## src/rtl/execute_stage_mc_if.sv

```systemverilog
// Issue, forwarding and result bundle of the execute stage.
// The stage uses the slave modport; decode/testbench side uses master.
interface execute_stage_mc_if #(
    parameter int XLEN = 64
) ();
    logic            in_valid_i;
    logic            in_ready_o;
    logic [3:0]      op_i;
    logic [4:0]      rs1_i;
    logic [4:0]      rs2_i;
    logic [4:0]      rd_i;
    logic [XLEN-1:0] src1_i;
    logic [XLEN-1:0] src2_i;
    logic [XLEN-1:0] imm_i;
    logic            alu_src_i;
    logic            regwrite_i;
    logic [4:0]      rd_x_i;
    logic            regwrite_x_i;
    logic [XLEN-1:0] result_x_i;
    logic [4:0]      rd_w_i;
    logic            regwrite_w_i;
    logic [XLEN-1:0] result_w_i;
    logic            out_valid_o;
    logic            out_ready_i;
    logic [XLEN-1:0] result_o;
    logic [4:0]      rd_o;
    logic            regwrite_o;
    logic            busy_o;
    logic            div_zero_o;

    modport slave (
        input  in_valid_i, op_i, rs1_i, rs2_i, rd_i,
        input  src1_i, src2_i, imm_i, alu_src_i, regwrite_i,
        input  rd_x_i, regwrite_x_i, result_x_i,
        input  rd_w_i, regwrite_w_i, result_w_i,
        input  out_ready_i,
        output in_ready_o, out_valid_o, result_o, rd_o,
        output regwrite_o, busy_o, div_zero_o
    );

    modport master (
        output in_valid_i, op_i, rs1_i, rs2_i, rd_i,
        output src1_i, src2_i, imm_i, alu_src_i, regwrite_i,
        output rd_x_i, regwrite_x_i, result_x_i,
        output rd_w_i, regwrite_w_i, result_w_i,
        output out_ready_i,
        input  in_ready_o, out_valid_o, result_o, rd_o,
        input  regwrite_o, busy_o, div_zero_o
    );
endinterface

```

## src/rtl/execute_stage_mc.sv

```systemverilog
// Execute stage: forwarding, single-cycle ALU and an iterative
// shift-add multiplier / restoring divider behind one output register.
module execute_stage_mc #(
    parameter int XLEN      = 64,
    parameter bit MULDIV_EN = 1'b1
) (
    input logic               clk_i,
    input logic               reset_i,
    execute_stage_mc_if.slave bus
);
    localparam int SW = $clog2(XLEN);

    typedef enum logic [1:0] {IDLE, BUSY, DONE} state_e;
    typedef enum logic [1:0] {M_MUL, M_DIVU, M_REMU} mop_e;

    state_e          state_q, state_d;
    mop_e            mop_q, mop_d;
    logic [SW-1:0]   cnt_q, cnt_d;
    logic [XLEN-1:0] a_q, a_d, b_q, b_d, acc_q, acc_d;
    logic [4:0]      mrd_q, mrd_d;
    logic            mrw_q, mrw_d;

    logic            out_valid_q, out_valid_d;
    logic [XLEN-1:0] result_q, result_d;
    logic [4:0]      rd_q, rd_d;
    logic            regwrite_q, regwrite_d;
    logic            dz_q, dz_d;

    logic [XLEN-1:0] op_a, op_b_fwd, op_b, alu_res;
    logic [SW-1:0]   shamt;
    logic [XLEN:0]   rem_sh, diff;
    logic            accept, is_md, ge;

    always_comb begin
        op_a = bus.src1_i;
        if (bus.regwrite_x_i && bus.rd_x_i == bus.rs1_i
            && bus.rs1_i != 5'd0)
            op_a = bus.result_x_i;
        else if (bus.regwrite_w_i && bus.rd_w_i == bus.rs1_i
                 && bus.rs1_i != 5'd0)
            op_a = bus.result_w_i;
        op_b_fwd = bus.src2_i;
        if (bus.regwrite_x_i && bus.rd_x_i == bus.rs2_i
            && bus.rs2_i != 5'd0)
            op_b_fwd = bus.result_x_i;
        else if (bus.regwrite_w_i && bus.rd_w_i == bus.rs2_i
                 && bus.rs2_i != 5'd0)
            op_b_fwd = bus.result_w_i;
        op_b = bus.alu_src_i ? bus.imm_i : op_b_fwd;
    end

    assign shamt  = op_b[SW-1:0];
    assign is_md  = MULDIV_EN && (bus.op_i >= 4'd10)
                    && (bus.op_i <= 4'd12);
    assign accept = bus.in_valid_i && bus.in_ready_o;

    assign bus.in_ready_o = (state_q == IDLE)
                            && (!out_valid_q || bus.out_ready_i);

    always_comb begin
        alu_res = '0;
        case (bus.op_i)
            4'd0: alu_res = op_a + op_b;
            4'd1: alu_res = op_a - op_b;
            4'd2: alu_res = op_a & op_b;
            4'd3: alu_res = op_a | op_b;
            4'd4: alu_res = op_a ^ op_b;
            4'd5: alu_res = {{(XLEN-1){1'b0}},
                             $signed(op_a) < $signed(op_b)};
            4'd6: alu_res = {{(XLEN-1){1'b0}}, op_a < op_b};
            4'd7: alu_res = op_a << shamt;
            4'd8: alu_res = op_a >> shamt;
            4'd9: alu_res = XLEN'($signed(op_a) >>> shamt);
            default: alu_res = '0;
        endcase
    end

    // Restoring step: remainder shifts in the next dividend bit from a_q.
    assign rem_sh = {acc_q, a_q[XLEN-1]};
    assign diff   = rem_sh - {1'b0, b_q};
    assign ge     = ~diff[XLEN];

    always_comb begin
        state_d     = state_q;
        mop_d       = mop_q;
        cnt_d       = cnt_q;
        a_d         = a_q;
        b_d         = b_q;
        acc_d       = acc_q;
        mrd_d       = mrd_q;
        mrw_d       = mrw_q;
        out_valid_d = out_valid_q & ~bus.out_ready_i;
        result_d    = result_q;
        rd_d        = rd_q;
        regwrite_d  = regwrite_q;
        dz_d        = dz_q;
        case (state_q)
            IDLE: begin
                if (accept && is_md) begin
                    state_d = BUSY;
                    a_d     = op_a;
                    b_d     = op_b;
                    acc_d   = '0;
                    cnt_d   = '0;
                    mrd_d   = bus.rd_i;
                    mrw_d   = bus.regwrite_i;
                    if (bus.op_i == 4'd10)      mop_d = M_MUL;
                    else if (bus.op_i == 4'd11) mop_d = M_DIVU;
                    else                        mop_d = M_REMU;
                end else if (accept) begin
                    out_valid_d = 1'b1;
                    result_d    = alu_res;
                    rd_d        = bus.rd_i;
                    regwrite_d  = bus.regwrite_i;
                    dz_d        = 1'b0;
                end
            end
            BUSY: begin
                if (mop_q == M_MUL) begin
                    acc_d = acc_q + (b_q[0] ? a_q : '0);
                    a_d   = a_q << 1;
                    b_d   = b_q >> 1;
                end else begin
                    a_d   = {a_q[XLEN-2:0], ge};
                    acc_d = ge ? diff[XLEN-1:0] : rem_sh[XLEN-1:0];
                end
                cnt_d = cnt_q + SW'(1);
                if (cnt_q == SW'(XLEN-1)) begin
                    state_d = DONE;
                    cnt_d   = '0;
                end
            end
            DONE: begin
                state_d     = IDLE;
                out_valid_d = 1'b1;
                result_d    = (mop_q == M_DIVU) ? a_q : acc_q;
                rd_d        = mrd_q;
                regwrite_d  = mrw_q;
                dz_d        = (mop_q != M_MUL) && (b_q == '0);
            end
            default: state_d = IDLE;
        endcase
    end

    always_ff @(posedge clk_i or negedge reset_i) begin
        if (!reset_i) begin
            state_q     <= IDLE;
            mop_q       <= M_MUL;
            cnt_q       <= '0;
            a_q         <= '0;
            b_q         <= '0;
            acc_q       <= '0;
            mrd_q       <= '0;
            mrw_q       <= 1'b0;
            out_valid_q <= 1'b0;
            result_q    <= '0;
            rd_q        <= '0;
            regwrite_q  <= 1'b0;
            dz_q        <= 1'b0;
        end else begin
            state_q     <= state_d;
            mop_q       <= mop_d;
            cnt_q       <= cnt_d;
            a_q         <= a_d;
            b_q         <= b_d;
            acc_q       <= acc_d;
            mrd_q       <= mrd_d;
            mrw_q       <= mrw_d;
            out_valid_q <= out_valid_d;
            result_q    <= result_d;
            rd_q        <= rd_d;
            regwrite_q  <= regwrite_d;
            dz_q        <= dz_d;
        end
    end

    assign bus.out_valid_o = out_valid_q;
    assign bus.result_o    = result_q;
    assign bus.rd_o        = rd_q;
    assign bus.regwrite_o  = regwrite_q;
    assign bus.div_zero_o  = dz_q;
    assign bus.busy_o      = (state_q != IDLE);
endmodule

```

## src/flat_wrapper.sv

```systemverilog
// flat-port wrapper written by rule: the top's interface ports become plain ports
module execute_stage_mc_flat 
#(
    parameter int XLEN      = 64,
    parameter bit MULDIV_EN = 1'b1
)
  (clk_i, reset_i, bus_in_valid_i, bus_op_i, bus_rs1_i, bus_rs2_i, bus_rd_i, bus_src1_i, bus_src2_i, bus_imm_i, bus_alu_src_i, bus_regwrite_i, bus_rd_x_i, bus_regwrite_x_i, bus_result_x_i, bus_rd_w_i, bus_regwrite_w_i, bus_result_w_i, bus_out_ready_i, bus_in_ready_o, bus_out_valid_o, bus_result_o, bus_rd_o, bus_regwrite_o, bus_busy_o, bus_div_zero_o);
  execute_stage_mc_if #(.XLEN(XLEN)) bus_i ();
  input logic clk_i;
  input logic reset_i;
  input wire logic [$bits(bus_i.in_valid_i)-1:0] bus_in_valid_i;
  input wire logic [$bits(bus_i.op_i)-1:0] bus_op_i;
  input wire logic [$bits(bus_i.rs1_i)-1:0] bus_rs1_i;
  input wire logic [$bits(bus_i.rs2_i)-1:0] bus_rs2_i;
  input wire logic [$bits(bus_i.rd_i)-1:0] bus_rd_i;
  input wire logic [$bits(bus_i.src1_i)-1:0] bus_src1_i;
  input wire logic [$bits(bus_i.src2_i)-1:0] bus_src2_i;
  input wire logic [$bits(bus_i.imm_i)-1:0] bus_imm_i;
  input wire logic [$bits(bus_i.alu_src_i)-1:0] bus_alu_src_i;
  input wire logic [$bits(bus_i.regwrite_i)-1:0] bus_regwrite_i;
  input wire logic [$bits(bus_i.rd_x_i)-1:0] bus_rd_x_i;
  input wire logic [$bits(bus_i.regwrite_x_i)-1:0] bus_regwrite_x_i;
  input wire logic [$bits(bus_i.result_x_i)-1:0] bus_result_x_i;
  input wire logic [$bits(bus_i.rd_w_i)-1:0] bus_rd_w_i;
  input wire logic [$bits(bus_i.regwrite_w_i)-1:0] bus_regwrite_w_i;
  input wire logic [$bits(bus_i.result_w_i)-1:0] bus_result_w_i;
  input wire logic [$bits(bus_i.out_ready_i)-1:0] bus_out_ready_i;
  output wire logic [$bits(bus_i.in_ready_o)-1:0] bus_in_ready_o;
  output wire logic [$bits(bus_i.out_valid_o)-1:0] bus_out_valid_o;
  output wire logic [$bits(bus_i.result_o)-1:0] bus_result_o;
  output wire logic [$bits(bus_i.rd_o)-1:0] bus_rd_o;
  output wire logic [$bits(bus_i.regwrite_o)-1:0] bus_regwrite_o;
  output wire logic [$bits(bus_i.busy_o)-1:0] bus_busy_o;
  output wire logic [$bits(bus_i.div_zero_o)-1:0] bus_div_zero_o;
  assign bus_i.in_valid_i = bus_in_valid_i;
  assign bus_i.op_i = bus_op_i;
  assign bus_i.rs1_i = bus_rs1_i;
  assign bus_i.rs2_i = bus_rs2_i;
  assign bus_i.rd_i = bus_rd_i;
  assign bus_i.src1_i = bus_src1_i;
  assign bus_i.src2_i = bus_src2_i;
  assign bus_i.imm_i = bus_imm_i;
  assign bus_i.alu_src_i = bus_alu_src_i;
  assign bus_i.regwrite_i = bus_regwrite_i;
  assign bus_i.rd_x_i = bus_rd_x_i;
  assign bus_i.regwrite_x_i = bus_regwrite_x_i;
  assign bus_i.result_x_i = bus_result_x_i;
  assign bus_i.rd_w_i = bus_rd_w_i;
  assign bus_i.regwrite_w_i = bus_regwrite_w_i;
  assign bus_i.result_w_i = bus_result_w_i;
  assign bus_i.out_ready_i = bus_out_ready_i;
  assign bus_in_ready_o = bus_i.in_ready_o;
  assign bus_out_valid_o = bus_i.out_valid_o;
  assign bus_result_o = bus_i.result_o;
  assign bus_rd_o = bus_i.rd_o;
  assign bus_regwrite_o = bus_i.regwrite_o;
  assign bus_busy_o = bus_i.busy_o;
  assign bus_div_zero_o = bus_i.div_zero_o;
  execute_stage_mc #(.XLEN(XLEN), .MULDIV_EN(MULDIV_EN)) u_core (.clk_i(clk_i), .reset_i(reset_i), .bus(bus_i));
endmodule
```

## config.mk

```make
export PLATFORM = sky130hd
export DESIGN_NAME = execute_stage_mc_flat
export DESIGN_NICKNAME = d
export VERILOG_FILES = /design/src/rtl/execute_stage_mc_if.sv /design/src/rtl/execute_stage_mc.sv /design/src/flat_wrapper.sv
export SDC_FILE = /design/constraint.sdc
export NUM_CORES = 2
export LEC_CHECK = 0
export ABC_AREA = 1
export ABC_CLOCK_PERIOD_IN_PS = 8100
export CAP_MARGIN = 20
export CORE_AREA = 2 2 247 309
export CTS_CLUSTER_SIZE = 24
export DETAILED_ROUTE_END_ITERATION = 8
export DIE_AREA = 0 0 249 311
export PLACE_DENSITY_LB_ADDON = 0.12
export SLEW_MARGIN = 0
export SYNTH_ARGS = -nofsm -noshare
export SYNTH_HDL_FRONTEND = slang
export SYNTH_SLANG_ARGS = --single-unit
```

## constraint.sdc

```tcl
create_clock -name clk_i -period 8.1 [get_ports clk_i]
set_clock_uncertainty 0.2 [all_clocks]
set_input_delay 1.215 -clock clk_i [delete_from_list [all_inputs] [get_ports clk_i]]
set_output_delay 1.215 -clock clk_i [all_outputs]
set_load 0.02 [all_outputs]
```

==> impl_summary.txt, run 1 <==
----------------------------------------------------
[Outcome]
  Outcome ... aborted with a tool error
  Last stage ... global routing
  Halt Reason ... [ERROR GRT-0116] Global routing finished with congestion. Check the congestion regions in the DRC Viewer.

[Clock network]
  Post-cts resize count ... 0
  Num CTS Buffers ... 27
  Deepest clock path buffer count ... 3
  Post-cts hold buffer count ... 0
  Root Buffer Master ... clkbuf_16
  Clk sink count ... 280
  Number of levels the H-tree was split into ... 1
  Post-CTS setup buffer count ... 0

[Die]
  Overall die height ... 311 um
  Die outline width ... 249 um
  Initial Util ... 64.6%
  IO Count ... 431
  Floorplan row count ... 112

[Synth]
  Post-synthesis register bit count ... 280
  Synthesized netlist cell count ... 8415
  Number of synthesized flops with an enable pin ... 0
  Top-area cell type share of the netlist area ... 15.4%
  Part of the Yosys area used for sequential elements ... 14.6%
  Synthesized cell area ... 48000 um2
  Largest cells by area after synthesis ... nand2_1, dfrtp_1, nand3_1, ha_1, inv_1
  Synth cell count leaders ... nand2_1, nand3_1, inv_1, nor2_1, a21oi_1
  Synthesized net count ... 9103
  Average size of a mapped cell ... 5.71 um2
  Share of synthesized flip-flops with an asynchronous set or reset ... 100%
  Library cells used by synthesis ... 65
  Cell with the most instances after synthesis ... nand2_1
  Count of yosys warnings during synthesis ... 0
  Top FF cell, synth ... dfrtp_1
  Yosys top cell by area ... nand2_1

[GRT]
  Overall fraction of global-route tracks in use ... 76.0%
  Total congestion overflow ... 346
  Global-route wire length before repair ... 454000 um
  Maximum number of pins on one net before global-route repair ... 143
  Via count of the first global-routing pass ... 68.4k

[Placed design]
  Global placer's final weighted congestion ... 1.41
  Placed inst area ... 52300 um2
  Buffers on Ports ... 430
  HPWL Detailed ... 200000 um
  Placed cell count ... 9466

----------------------------------------------------
-- cell families after synthesis --
logic type                 share of synthesized area, %
DFF                                                14.6
buffers and inverters                              12.4
and+or+nand+nor                                    38.8
adders and majority gates                          8.68
xor gates and xnor gates                           1.93
AOI/OAI and AO/OA                                  23.5
-- through the flow --
stage	utilization, %	setup slack (ns)
2_1_floorplan	-	2.93
3_3_place_gp	70.3	0.973
3_5_place_dp	70.3	0.883
4_1_cts	71.5	1.44
-- layer usage --
metal | GRT usage [%] | overflow
met2 | 91.9 | 175
met4 | 75.1 | 158
met1 | 75.1 | 6
met3 | 62.2 | 6
met5 | 36.0 | 1
==> run 2, diff against run 1 <==
--- a/config.mk
+++ b/config.mk
@@ -8,11 +8,10 @@
 export ABC_AREA = 1
 export ABC_CLOCK_PERIOD_IN_PS = 8100
 export CAP_MARGIN = 20
-export CORE_AREA = 2 2 247 309
-export CTS_CLUSTER_SIZE = 24
+export CORE_AREA = 2 2 350 352
 export DETAILED_ROUTE_END_ITERATION = 8
-export DIE_AREA = 0 0 249 311
-export PLACE_DENSITY_LB_ADDON = 0.12
+export DIE_AREA = 0 0 352 354
+export PLACE_DENSITY_LB_ADDON = 0.15
 export SLEW_MARGIN = 0
 export SYNTH_ARGS = -nofsm -noshare
 export SYNTH_HDL_FRONTEND = slang
==> run 2 against run 1 <==
Against the previous run:
- area after synthesis did not move
- the flow now finishes without violations
- synthesized cell count is the same
==> impl_summary.txt, run 2 <==
----------------------------------------------------
[Outcome]
  Outcome ... completed

[Power]
  Largest voltage drop on the vdd net ... 0.508 mV
  Combinational fraction of design power ... 74.2%
  Sw Share ... 61.4%
  Net Switching ... 10700 uW
  Internal power contribution ... 6720 uW
  Power share of the sequential group ... 16.6%
  Clock network power share ... 9.2%
  Leak pwr ... 0.0265 uW
  Power per Cell Area ... 316 nW/um2

[Routing]
  Antenna violation net count after detailed routing ... 0
  DRC violations left ... 0
  Number of DRC markers in iteration 0 ... 9301
  Total wire length ... 316000 um
  Total number of vias ... 64.8k
  Number of vias per cell ... 6.30
  First-pass detailed-route iteration total ... 7
  Routed length per instance ... 30.7 um

[Worst setup path]
  Nature of the critical path endpoint ... flip-flop
  Standard cell with the maximum stage delay on the critical path ... clkdlybuf4s50_1
  Crit path launch ... bus_rs2_i[0]
  Crit path max fanout ... 12
  Critical path required time ... 8.37 ns
  Launching element type of the critical path ... primary input
  Launching point of the worst reg2reg path ... u_core.a_q[63]
  Signal arrival time at the worst endpoint ... 7.83 ns
  Worst stage delay on the critical path ... 0.76 ns
  Category of the most critical setup path ... primary input to flip-flop
  Cell type with the highest occurrence count on the critical path ... nand2_1

[Clock network]
  Root Buffer Master ... clkbuf_16
  CTS tree ... done
  Post-cts resize count ... 0
  Num CTS Buffers ... 35
  Clk sink count ... 280
  Post-cts hold buffer count ... 0
  Deepest clock path buffer count ... 3
  Post-CTS setup buffer count ... 0
  Number of levels the H-tree was split into ... 2
  Clock Pin Slew Worst Setup and Hold Paths ... 0.07 ns
  Latest clock arrival within the worst-skew pair ... 0.60 ns

[GRT]
  Global-route wire length before repair ... 439000 um
  Total congestion overflow ... 0
  Number of antenna violations at the first check in global routing ... 35
  Global Route met3 Usage ... 14.4%
  Overall fraction of global-route tracks in use ... 48.5%
  Maximum number of pins on one net before global-route repair ... 154
  Met2 demand-to-capacity share in global routing ... 74.2%
  Layer with the highest usage ... met2
  Via count of the first global-routing pass ... 61.4k
  Met1 Track Usage GR ... 54.8%

[Placed design]
  Buffers on Ports ... 430
  HPWL Detailed ... 256000 um
  Global placer's final weighted congestion ... 1.11

[Timing]
  Final period utilization ... 93.3%
  Summed negative setup slack over all endpoints ... 0 ns
  Slew @ Worst Pin ... 1.31 ns
  Period minus WS final ... 7.56 ns
  Final max-slew violation count ... 0
  Highest clock frequency the design can meet ... 132 MHz
  Unrepaired setup endpoints after global routing ... false
  Slew headroom ... 11.6%
  Number of setup violations in the final report ... 0
  Final hold viol count ... 0

[Die]
  Initial Util ... 39.7%
  Area of the core ... 121000 um2
  Overall die height ... 354 um
  Floorplan row count ... 128
  IO Count ... 431
  Die outline width ... 352 um
  Total die area ... 125000 um2

[Final layout]
  Synth-to-Final Area Change ... 14.6%
  Net count of the finished layout ... 9308
  Most common cell after layout, fill and taps aside ... nand2_1
  Final Core Density ... 45.5%
  Commonest cells after routing, fill and taps aside ... nand2_1, nand3_1, inv_1
  Proportion of layout cells with a drive suffix above 1 ... 5.62%

[Synth]
  Post-synthesis share of cell area spent on and, or, nand and nor gates ... 38.8%
  Adder-cell share of the synthesized area ... 8.68%
  Top-area cell type share of the netlist area ... 15.4%
  Synthesized netlist cell count ... 8415
  Share of cell area taken by muxes after synthesis ... 0%
  Synthesized cell area ... 48000 um2
  Yosys top cell by area ... nand2_1
  Cell with the most instances after synthesis ... nand2_1
  Synthesized net count ... 9103
  Share of synthesized flip-flops with an asynchronous set or reset ... 100%
  Synthesized-area fraction occupied by ao, oa, aoi and oai cells ... 23.5%
  Combinational family with the most area after synthesis ... simple AND/OR/NAND/NOR gates
  Post-synthesis register bit count ... 280
  Xor/xnor share of the synthesized area ... 1.93%
  Number of synthesized flops with an enable pin ... 0
  Average size of a mapped cell ... 5.71 um2
  Top FF cell, synth ... dfrtp_1
  Largest cells by area after synthesis ... nand2_1, dfrtp_1, nand3_1, ha_1, inv_1
  Synth cell count leaders ... nand2_1, nand3_1, inv_1, nor2_1, a21oi_1
  Library cells used by synthesis ... 65
  Part of the Yosys area used for sequential elements ... 14.6%
  Count of yosys warnings during synthesis ... 0

[Job]
  Total of max-cap violations ... 0

[Hold path]
  Start point of the worst hold path ... u_core.mrw_q
  Hold crit path type ... flip-flop to flip-flop

----------------------------------------------------
## run 2: cell counts after synthesis
No cell type changed its count.
## run 2: path summary, 6_finish.rpt
kind                                            to  slack [ns]  cells past startpoint
max                        u_core.bus.result_o[43]        0.54                     30
min                                   u_core.mrw_q        0.29                      2
max reg2reg                        u_core.acc_q[2]        2.72                     24
min reg2reg                           u_core.mrw_q        0.29                      2
max in group asynchronous  u_core.bus.result_o[61]        5.75                      2
min in group asynchronous         u_core.acc_q[22]        0.43                      1
## run 2: layout make-up
type | instances | area (um2)
Antenna cell | 13 | 32.5
Clock buffer | 44 | 950
Clock inverter | 18 | 143
Fill cell | 13200 | 65900
Inverter | 1004 | 3780
Multi-Input combinational cell | 6683 | 35200
Sequential cell | 280 | 7010
Tap cell | 1625 | 2030
Timing Repair Buffer | 616 | 5910
## run 2: cell families after synthesis
kind of cell,Yosys count
AO/OA/AOI/OAI,1968
XOR/XNOR,106
adder cells (fa/ha/maj),331
buffers and inverters,1452
flip-flops,280
AND/OR/NAND/NOR,4278
## run 2: per-stage QoR
stage | hold slack, ns | power (uW) | area (um2) | worst slack (ns) | instances
final | 0.289 | 17400 | 55100 | 0.540 | 10300
after global placement | 0.262 | 15100 | 53900 | 0.346 | 10200
after global routing | 0.302 | 18200 | 55000 | 0.356 | 10300
after detailed placement | 0.272 | 15200 | 53900 | 0.323 | 10200
after CTS | 0.285 | 16800 | 55000 | 0.904 | 10300
after floorplan | 0.248 | 10200 | 48000 | 2.93 | 8415
## run 2: power groups by stage
stage	clock (uW)	sequential (uW)	combinational, uW
3_3_place_gp	0	2840	12300
6_report	1610	2890	12900
5_1_grt	1650	2920	13700
4_1_cts	1600	2840	12400
3_5_place_dp	0	2850	12300
2_1_floorplan	0	2690	7530
## run 2: layer usage
layer,up-vias,wire length (um)
met4,36,34200
met2,4664,133000
met3,1204,37800
met5,-,267
met1,30200,111000
li1,28700,-
## run 2: worst max-delay path: cells and delay by family
family	cells	cell delay (ns)
compound gates	8	1.97
fa+ha+maj	1	0.70
buf+inv	8	1.92
simple gates	13	2.03
Note: power is estimated with default switching activity, not from simulation.
